## config.mk

```make
export PLATFORM = sky130hd
export DESIGN_NAME = regb_ops
export DESIGN_NICKNAME = d
export VERILOG_FILES = /design/src/rtl/regb_ops.sv
export SDC_FILE = /design/constraint.sdc
export NUM_CORES = 1
export LEC_CHECK = 0
export CELL_PAD_IN_SITES_DETAIL_PLACEMENT = 0
export CELL_PAD_IN_SITES_GLOBAL_PLACEMENT = 1
export CORE_MARGIN = 2
export CORE_UTILIZATION = 39
export CTS_CLUSTER_SIZE = 8
export DETAILED_ROUTE_END_ITERATION = 12
export PLACE_DENSITY = 0.78
export REMOVE_ABC_BUFFERS = 1
export SYNTH_ARGS = -nofsm -noshare
export SYNTH_HDL_FRONTEND = slang
export SYNTH_SLANG_ARGS = --single-unit
export TNS_END_PERCENT = 100
```

## constraint.sdc

```tcl
create_clock -name CLK -period 3.1 [get_ports CLK]
set_input_delay 0.465 -clock CLK [delete_from_list [all_inputs] [get_ports CLK]]
set_output_delay 0.465 -clock CLK [all_outputs]
set_load 0.005 [all_outputs]
```

## src/rtl/regb_ops.sv

```systemverilog
// Purpose: bank of NREGS WIDTH-bit registers with load, in-place INC/DEC/SHL/SHR/ROL/ROR/CLR,
//          and shared registered zero/carry flags.
// Latency: writes visible one edge later; ALU/DOUT/BUSEN reads are combinational (0 cycles).
// Backpressure: none; every edge accepts a load or op, and back-to-back ops on one register chain.
//
// Ports:
//   CLK   - clock; all state updates on rising edge
//   nRST  - synchronous active-low reset (regs=0, ZF=1, CF=0); beats load/op
//   SEL   - target index for load, op and DOUT
//   ASEL  - index presented on ALU
//   nLd   - 0 = load DBUS into reg[SEL]; takes priority over OP
//   OP    - in-place op on reg[SEL] when nLd=1
//   nEo   - 0 = drive reg[SEL] on DOUT
//   DBUS  - data bus input
//   ALU   - reg[ASEL]
//   DOUT  - reg[SEL] when nEo=0, else zero
//   BUSEN - ~nEo, for the top-level bus mux
//   ZF/CF - registered zero and carry/borrow/shifted-out flags from the last write
module regb_ops #(
  parameter int WIDTH = 8,
  parameter int NREGS = 4
) (
  input  logic                     CLK,
  input  logic                     nRST,
  input  logic [$clog2(NREGS)-1:0] SEL,
  input  logic [$clog2(NREGS)-1:0] ASEL,
  input  logic                     nLd,
  input  logic [2:0]               OP,
  input  logic                     nEo,
  input  logic [WIDTH-1:0]         DBUS,
  output logic [WIDTH-1:0]         ALU,
  output logic [WIDTH-1:0]         DOUT,
  output logic                     BUSEN,
  output logic                     ZF,
  output logic                     CF
);

  localparam logic [2:0] OP_HOLD = 3'b000;
  localparam logic [2:0] OP_INC  = 3'b001;
  localparam logic [2:0] OP_DEC  = 3'b010;
  localparam logic [2:0] OP_SHL  = 3'b011;
  localparam logic [2:0] OP_SHR  = 3'b100;
  localparam logic [2:0] OP_ROL  = 3'b101;
  localparam logic [2:0] OP_ROR  = 3'b110;
  localparam logic [2:0] OP_CLR  = 3'b111;

  logic [WIDTH-1:0] regs_q [NREGS];
  logic             zf_q;
  logic             cf_q;

  logic [WIDTH-1:0] cur_v;
  logic [WIDTH-1:0] wdat_d;
  logic             wr_en_d;
  logic             cf_d;

  assign cur_v = regs_q[SEL];

  // Next value for reg[SEL] and the carry it produces. HOLD leaves wr_en_d low,
  // which also keeps both flags untouched.
  always_comb begin
    wr_en_d = 1'b0;
    wdat_d  = cur_v;
    cf_d    = cf_q;
    if (!nLd) begin
      wr_en_d = 1'b1;
      wdat_d  = DBUS;
      cf_d    = 1'b0;
    end else begin
      unique case (OP)
        OP_HOLD: begin
          wr_en_d = 1'b0;
        end
        OP_INC: begin
          wr_en_d = 1'b1;
          wdat_d  = cur_v + 1'b1;
          cf_d    = &cur_v;
        end
        OP_DEC: begin
          wr_en_d = 1'b1;
          wdat_d  = cur_v - 1'b1;
          cf_d    = (cur_v == '0);
        end
        OP_SHL: begin
          wr_en_d = 1'b1;
          wdat_d  = {cur_v[WIDTH-2:0], 1'b0};
          cf_d    = cur_v[WIDTH-1];
        end
        OP_SHR: begin
          wr_en_d = 1'b1;
          wdat_d  = {1'b0, cur_v[WIDTH-1:1]};
          cf_d    = cur_v[0];
        end
        OP_ROL: begin
          wr_en_d = 1'b1;
          wdat_d  = {cur_v[WIDTH-2:0], cur_v[WIDTH-1]};
          cf_d    = cur_v[WIDTH-1];
        end
        OP_ROR: begin
          wr_en_d = 1'b1;
          wdat_d  = {cur_v[0], cur_v[WIDTH-1:1]};
          cf_d    = cur_v[0];
        end
        OP_CLR: begin
          wr_en_d = 1'b1;
          wdat_d  = '0;
          cf_d    = 1'b0;
        end
        default: begin
          wr_en_d = 1'b0;
        end
      endcase
    end
  end

  always_ff @(posedge CLK) begin
    if (!nRST) begin
      for (int i = 0; i < NREGS; i++) begin
        regs_q[i] <= '0;
      end
      zf_q <= 1'b1;
      cf_q <= 1'b0;
    end else if (wr_en_d) begin
      regs_q[SEL] <= wdat_d;
      zf_q        <= (wdat_d == '0);
      cf_q        <= cf_d;
    end
  end

  assign ALU   = regs_q[ASEL];
  assign DOUT  = nEo ? '0 : cur_v;
  assign BUSEN = ~nEo;
  assign ZF    = zf_q;
  assign CF    = cf_q;

endmodule

```

== Word-level counts from Yosys, hierarchy flattened ==
Memories as Yosys holds them, arrays and structs flattened.
Index checks and enable logic that the tools add are counted.
Storage, ports and cells
  bits in registers: 2
  RAM bits: 32
  bits of input ports: 19
  output and inout bits: 19
  logic and storage cells: 37
  memories: 1
Memories
  regs_q: words 4, bits a word 8, read ports 2, clocked after memory_dff 0, wr ports 4, line 47  | logic [WIDTH-1:0] regs_q [NREGS];
Operators by class
  add/subtract/negate cells: 2
  eq/ne operators: 8
  mux-type cells: 14
  bitwise logic cells: 1
  reductions and logical operators: 9
Operators by type and width (count)
  8-bit one-hot mux with 7 select lines: 1
  8-bit 2-to-1 mux: 3
  8-bit zero test: 2
  3-bit == test, second input constant: 4
  8-bit by 1-bit adder with 8-bit output, second input constant: 1
  8-bit AND reduction: 1
  8-bit OR reduction: 1
  8-bit by 1-bit subtractor with 8-bit output, second input constant: 1
  1-bit 2-to-1 mux: 7
  7-bit OR reduction: 1
  3-bit by 2-bit == test with 1-bit output, second input constant: 2
  6-bit by 3-bit != test with 1-bit output, second input constant: 1
  1-bit one-hot mux with 5 select lines: 1
  2-bit OR reduction: 2
  3-bit by 1-bit == test with 1-bit output, second input constant: 1
  3-bit zero test: 1
  2-bit 2-to-1 mux: 1
  1-bit one-hot mux with 2 select lines: 1
  2-bit AND reduction: 1
  1-bit inverter: 1

== Logic depth before layout (Yosys ltp) ==
Gate-level depths: netlist of the first run.
  depth in word-level cells: 9
  gate-level depth with buffers: 13
  gate-level depth less buffers: 10

== Least setup slack after synthesis of the first run ==
OpenSTA, ideal clock, no wires.
  kind: in2reg
  from: in SEL[0]
  to: mem regs_q[2][6] (data pin)
  setup time: 0.264 ns
  arrival: 2.994 ns
  required time: 2.836 ns
  setup slack: -0.157 ns
  stages on the path: 10
  buffers on the path: 1
  cells stage by stage: buf_6 > mux4_1 > fa_1 > a211oi_1 > o21bai_1 > a21oi_1 > xnor2_1 > a2111oi_4 > or2_2 > nor2_1
RTL lines
  start, declared: line 25  | input logic [$clog2(NREGS)-1:0] SEL,
  end, declared: line 47

==> results.tsv, run 1 <==
stage	metric	value	unit
worst_setup_path	criticalPathCategory	in -> reg	
grt	antenna_found_initial	0	
drt	drt-pass1-iter-count	5	
floorplan	die_x	88.8	um
floorplan	start_util	0.409	
synth	synth-seq-cells	34	
clock_tree	cts_tree	done	
synth	synth-edff-count	32	
timing	final_max_slew_viol_count	0	
drt	wirelength	8.46	mm
worst_setup_path	worstPathRequired	3.14	ns
worst_setup_path	cp-start-kind	input pin	
timing	fmax	335	MHz
worst_setup_path	crit_family	compound AO/OA/AOI/OAI gates	
power_and_ir_drop	power	1380	uW
cells_and_area	n_fill_cell	625	
synth	avgSynthCellArea	10.2	um2
worst_setup_path	crit_buf_inv	3	
drt	via_per_inst	5.77	
synth	synth-compound-area-share	0.147	
placed_design	portBuffers	37	
power_and_ir_drop	vdd.ir_drop.worst	289	uV
synth	synth_top_family_by_area	multiplexers	
worst_setup_path	path_common_cell	buf_4	
floorplan	rows	30	
floorplan	die_h	88.8	um
timing	worst_pin_slew	0.522	ns
power_and_ir_drop	powerDensity	372	nW/um2
clock_tree	clock_path_buffers	2	
drt	num_vias	2581	
grt	grt_pass1_vias	2507	
synth	netlist_instances	275	
synth	synth_cell_types	64	
grt	grt_pass1_wl	13.1	mm
cells_and_area	drive_gt1_frac	0.291	
clock_tree	cts-buffers-inserted	5	
floorplan	die-area	7890	um2
timing	setup_violations	0	
placed_design	place_congestion	0.908	
synth	yosysWarnings	0	
timing	hold_viol	0	
placed_design	dpl_cell_area	3540	um2
worst_setup_path	crit_arrival	3.03	ns
synth	ys_async_sr_fraction	0	
drt	drtIter0Drc	269	
drt	routedWlPerCell	18.9	um
cells_and_area	nets	376	
timing	min_period	2.99	ns
floorplan	ios	38	
timing	fin_tns_setup	0	ns
worst_setup_path	cp_slowest_stage_delay	0.55	ns
flow_run	cap_violations	0	
synth	synth_xor_area_frac	0.0250	
floorplan	coreArea	6870	um2
drt	drc_errors	0	
worst_setup_path	critical-path-slowest-cell	mux4_2	
worst_setup_path	path_cells	clkbuf_4 -> buf_4 -> mux4_2 -> ha_4 -> a21oi_1 -> o31ai_2 -> o41ai_4 -> o21ai_1 -> xnor2_1 -> a221oi_2 -> buf_4 -> nor2_1	
drt	final_antenna_net_count	0	
status	status	finished, final reports clean	
worst_setup_path	critPathMaxFanout	5	
clock_tree	htreeDepth	2	
synth	synth_mux_area_frac	0.189	
timing	slew_headroom	0.652	
min_path	hp-class	reg -> reg	
timing	timing.final.ws_setup	0.113	ns
synth	synth_adder_area_share	0.0374	
cells_and_area	fin_area	3720	um2
clock_tree	path_clk_slew	0.06	ns
cells_and_area	area_growth_syn_to_layout	32.6	%
synth	syn_area	2810	um2
timing	finClkSkew	0.00677	ns
timing	finalCritPeriodShare	0.964	
grt	grt_max_degree	26	
clock_tree	clockRootBuffer	clkbuf_8	
grt	grt_use_total	0.226	
placed_design	place_inst	437	
grt	overflow	0	
cells_and_area	layout.cells.non_filler	447	
synth	synth_flop_cell	edfxtp_1	
clock_tree	cts_hold_buffers	0	
clock_tree	cts_sinks	34	
synth	synth_seq_area_share	0.357	
placed_design	post-place-ws	-0.724	ns
cells_and_area	num_antenna_cells	0	
power_and_ir_drop	p_leak	0.00146	uW
clock_tree	clk-insertion-delay-late	0.29	ns
worst_setup_path	endpoint_kind	register	
synth	synth_simple_gate_area_frac	0.185	
placed_design	dp_hpwl	6.41	mm
[where the power goes]
part | leakage [uW] | total [uW] | internal (uW) | switching, uW
registers | 0.000352 | 560 | 541 | 19.3
logic | 0.00106 | 518 | 264 | 254
clock network | 0.0000416 | 307 | 153 | 153
[tightest hold or removal path, stage by stage, from the launching register on]
cell,delay [ns]
dfxtp_1,0.31
nand2_1,0.05
a21oi_1,0.06
[placed cells by master (no fill, tap or decap), types with 3 or more instances in the layout]
cell type,synthesis,layout
a21oi_1,8,8
and2_1,5,5
buf_4,0,47
buf_6,3,4
clkbuf_8,0,5
clkdlybuf4s50_1,0,35
edfxtp_1,32,32
ha_1,6,4
inv_1,9,9
mux2_4,2,5
mux2i_1,7,7
mux4_2,14,15
nand2_1,22,21
nand3_1,7,7
nor2_1,50,49
nor3_1,10,9
o211ai_1,3,3
o21ai_0,5,4
xnor2_1,6,6
[kinds of logic after synthesis]
kind of cell,Yosys count
AO/OA/AOI/OAI,51
XOR/XNOR,8
adder cells (fa/ha/maj),8
buffers and inverters,30
flip-flops,34
multiplexers,30
AND/OR/NAND/NOR,114
[flip-flops by register name, indices dropped and copies added, names as in the netlist]
signal  count
regs_q     32
ZF          1
CF          1
[through the flow]
stage,utilization,hold slack (ns)
after floorplan,-,0.448
after global placement,0.516,0.439
after detailed placement,0.516,0.452
after CTS,0.532,0.462
after global routing,0.542,0.500
final,0.542,0.466
[synthesized netlist by cell type, types with 4 or more instances]
cell type,n,area [um2]
ha_1,6,75.1
buf_2,6,30.0
nand2_1,22,82.6
a21oi_1,8,40.0
xnor2_1,6,52.6
nor3_1,10,50.1
nor2_1,50,188
edfxtp_1,32,961
nand3_1,7,35.0
mux2i_1,7,70.1
inv_1,9,33.8
o21ai_0,5,25.0
and2_1,5,31.3
mux2_2,4,45.0
mux4_2,14,315
clkbuf_1,8,30.0
[final cells by class]
class | instances | area, um2 | share of cell area
Clock buffer | 5 | 68.8 | 0.0185
Clock inverter | 3 | 16.3 | 0.00437
Inverter | 10 | 45.0 | 0.0121
Multi-Input combinational cell | 211 | 1710 | 0.459
Sequential cell | 34 | 1000 | 0.269
Tap cell | 96 | 120 | 0.0323
Timing Repair Buffer | 88 | 761 | 0.204
[routing by layer]
layer,global-route usage,share of wire,vias to the layer above
met4,0.0730,0.015,0
met1,0.318,0.42,1248
met3,0.0271,0.079,12
met5,0,0,-
li1,-,-,1185
met2,0.366,0.48,136
[final timing paths]
check                    start           end  slack, ns  cells after the start
hold reg to reg             CF            CF       0.47                      2
setup reg to reg  regs_q[2][1]  regs_q[1][7]       0.13                     12
setup / recovery        SEL[0]  regs_q[1][7]       0.11                     12
hold / removal              CF            CF       0.47                      2
[timing repair]
item                                    4_1_cts  5_1_grt
gates resized for setup                      13       18
pin swaps                                     4        8
endpoints found under the setup margin       28       13
setup buffers                                 0        2
No activity file was read; power rests on OpenSTA's default activity.
==> inputs of run 2 (changes only) <==
--- a/config.mk
+++ b/config.mk
@@ -12,7 +12,6 @@
 export CTS_CLUSTER_SIZE = 8
 export DETAILED_ROUTE_END_ITERATION = 12
 export PLACE_DENSITY = 0.78
-export REMOVE_ABC_BUFFERS = 1
 export SYNTH_ARGS = -nofsm -noshare
 export SYNTH_HDL_FRONTEND = slang
 export SYNTH_SLANG_ARGS = --single-unit
==> constraint.sdc (replaced) <==
create_clock -name CLK -period 2.5 [get_ports CLK]
set_input_delay 0.375 -clock CLK [delete_from_list [all_inputs] [get_ports CLK]]
set_output_delay 0.375 -clock CLK [all_outputs]
set_load 0.005 [all_outputs]
==> run 2 against run 1 <==
Compared with the run above:
- the flow now finishes with violations (negative setup slack)
- non-clock buffer count up 48
- clock power up 29%
- sequential power is 24% higher
- power grew 36%
- clock skew down 0.00074 ns
- worst hold slack got worse by 0.0051 ns
- utilization rose by 8.3 points
- wire length rose by 7.6%
- die area unchanged
- worst setup slack got worse by 0.55 ns
- critical endpoint unchanged
- largest power group is now combinational cells
==> results.tsv, run 2 (synthesis gave the netlist of run 1 again) <==
stage	metric	value	unit	change
drt	drt-pass1-iter-count	4		-1
power_and_ir_drop	p_leak	0.00176	uW	+21%
worst_setup_path	crit_start	SEL[0]		
drt	wirelength	9.11	mm	+7.6%
clock_tree	htreeDepth	2		unchanged
cells_and_area	layout_common_cells	buf_4, nor2_1, clkdlybuf4s50_1, edfxtp_1, nand2_1		
cells_and_area	final_common_cell	buf_4		
floorplan	die_h	88.8	um	unchanged
timing	rsz0062_at_grt	true		
cells_and_area	final_util	0.625		+0.0834
worst_setup_path	endpoint_kind	register		
timing	finalCritPeriodShare	1.17		
timing	hold_viol	0		unchanged
grt	overflow	0		unchanged
synth	mappedNetlistNets	301		
drt	drc_errors	0		unchanged
grt	grt_pass1_wl	13.8	mm	+5.7%
placed_design	place_congestion	0.930		+2.3%
worst_setup_path	r2r_start	regs_q[1][2]		
placed_design	dp_hpwl	6.87	mm	+7.3%
worst_setup_path	critPathMaxFanout	5		unchanged
worst_setup_path	worstPathRequired	2.55	ns	-0.59 ns
clock_tree	clockRootBuffer	clkbuf_8		
grt	grt_max_degree	26		unchanged
clock_tree	path_clk_slew	0.07	ns	about the same
worst_setup_path	cp-start-kind	input pin		
drt	num_vias	2738		+6.1%
drt	drtIter0Drc	230		-14%
min_path	hp-start	CF		
floorplan	ios	38		unchanged
placed_design	portBuffers	37		unchanged
status	status	complete, but fails checks		
grt	antenna_found_initial	0		unchanged
clock_tree	cts_sinks	34		unchanged
power_and_ir_drop	vdd.ir_drop.worst	411	uV	+42%
status	violations	negative setup slack		
worst_setup_path	criticalPathCategory	in -> reg		
flow_run	cap_violations	0		unchanged
min_path	hp-class	reg -> reg		
clock_tree	cts-buffers-inserted	5		unchanged
power_and_ir_drop	powerDensity	439	nW/um2	+18%
grt	grt_pass1_vias	2602		+3.8%
cells_and_area	largest_reg_flops	32		unchanged
timing	setup_violations	29		+29
timing	finClkSkew	0.00603	ns	-0.000743 ns
drt	via_per_inst	5.53		-4.2%
floorplan	rows	30		unchanged
cells_and_area	largest_register	regs_q		
timing	min_period	2.94	ns	
timing	fmax	341	MHz	
cells_and_area	nets	424		+13%
timing	timing.final.ws_setup	-0.436	ns	-0.549 ns
cells_and_area	num_antenna_cells	0		unchanged
power_and_ir_drop	power	1890	uW	+36%
grt	grt_use_total	0.237		+0.0107
timing	holdWs	0.461	ns	-0.00515 ns
clock_tree	cts_tree	done		
clock_tree	clk-insertion-delay-late	0.29	ns	about the same
timing	worst_pin_slew	0.420	ns	-0.101 ns
drt	routedWlPerCell	18.4	um	-2.8%
floorplan	start_util	0.409		unchanged
drt	final_antenna_net_count	0		unchanged
timing	final_max_slew_viol_count	0		unchanged
floorplan	die-area	7890	um2	unchanged
floorplan	die_x	88.8	um	unchanged
clock_tree	clock_path_buffers	2		unchanged
cells_and_area	area_growth_syn_to_layout	53.1	%	
timing	slew_headroom	0.718		+0.0660
worst_setup_path	crit_arrival	2.99	ns	-0.04 ns
floorplan	coreArea	6870	um2	unchanged
cells_and_area	drive_gt1_frac	0.424		+0.133
[run 2: cell types whose count changed in the layout (fill, tap and decap cells not counted), moves of 3 or more]
cell             before  now
buf_6                 4   10
nor2_4                1    4
nor2_2                0    6
buf_12                0    5
buf_4                47   84
nor2_1               49   40
clkdlybuf4s50_1      35   32
[run 2: layout make-up]
type / count / area [um2]
clock buffer: 5 / 68.8
clock inverter: 3 / 16.3
fill: 547 / 2570
inverter: 10 / 45.0
multi-input combinational: 211 / 1830
sequential: 34 / 1000
tap: 96 / 120
timing repair buffer: 136 / 1220
[run 2: critical path, stage by stage]
cell and delay, ns:
clkdlybuf4s15_1 0.18, buf_6 0.13, mux4_2 0.57, ha_4 0.29, a21oi_2 0.20, o31ai_4 0.12
o41ai_2 0.36, o21ai_1 0.13, xnor2_1 0.15, a221oi_2 0.23, buf_4 0.21, nor2_1 0.05
[run 2: path summary, 6_finish.rpt]
check,to,slack (ns),cells after the start
max,regs_q[1][7],-0.44,12
min,CF,0.46,2
max reg2reg,regs_q[1][7],-0.43,10
min reg2reg,CF,0.46,2
[run 2: power breakdown]
group | switching [uW] | leakage (uW) | internal (uW)
Combinational | 367 | 0.00137 | 428
Sequential | 24.0 | 0.000352 | 670
Clock | 207 | 0.0000416 | 190
[run 2: per-stage QoR]
| step | TNS [ns] | cells | instance area [um2] | setup WS (ns) |
|---|---|---|---|---|
| floorplan | -4.32 | 275 | 2870 | -0.387 |
| global placement | -28.82 | 470 | 3880 | -1.02 |
| detailed placement | -30.33 | 470 | 3880 | -1.06 |
| CTS | -6.11 | 485 | 4100 | -0.428 |
| global route | -8.78 | 495 | 4300 | -0.518 |
| finish | -6.24 | 495 | 4300 | -0.436 |
[run 2: layer usage]
| metal | GRT usage | wire length (um) | vias to the layer above |
|---|---|---|---|
| met2 | 0.384 | 4460 | 92 |
| met4 | 0.0840 | 195 | 0 |
| li1 | - | - | 1280 |
| met1 | 0.321 | 3970 | 1354 |
| met5 | 0 | 0 | - |
| met3 | 0.0410 | 482 | 12 |
[run 2: repair_timing]
item                       4_1_cts  5_1_grt
setup buffers                    8       12
hold buffers                     0        0
gates resized for setup         24       31
gates cloned                     0        0
pin swaps                       19       12
setup endpoints to repair       42       35
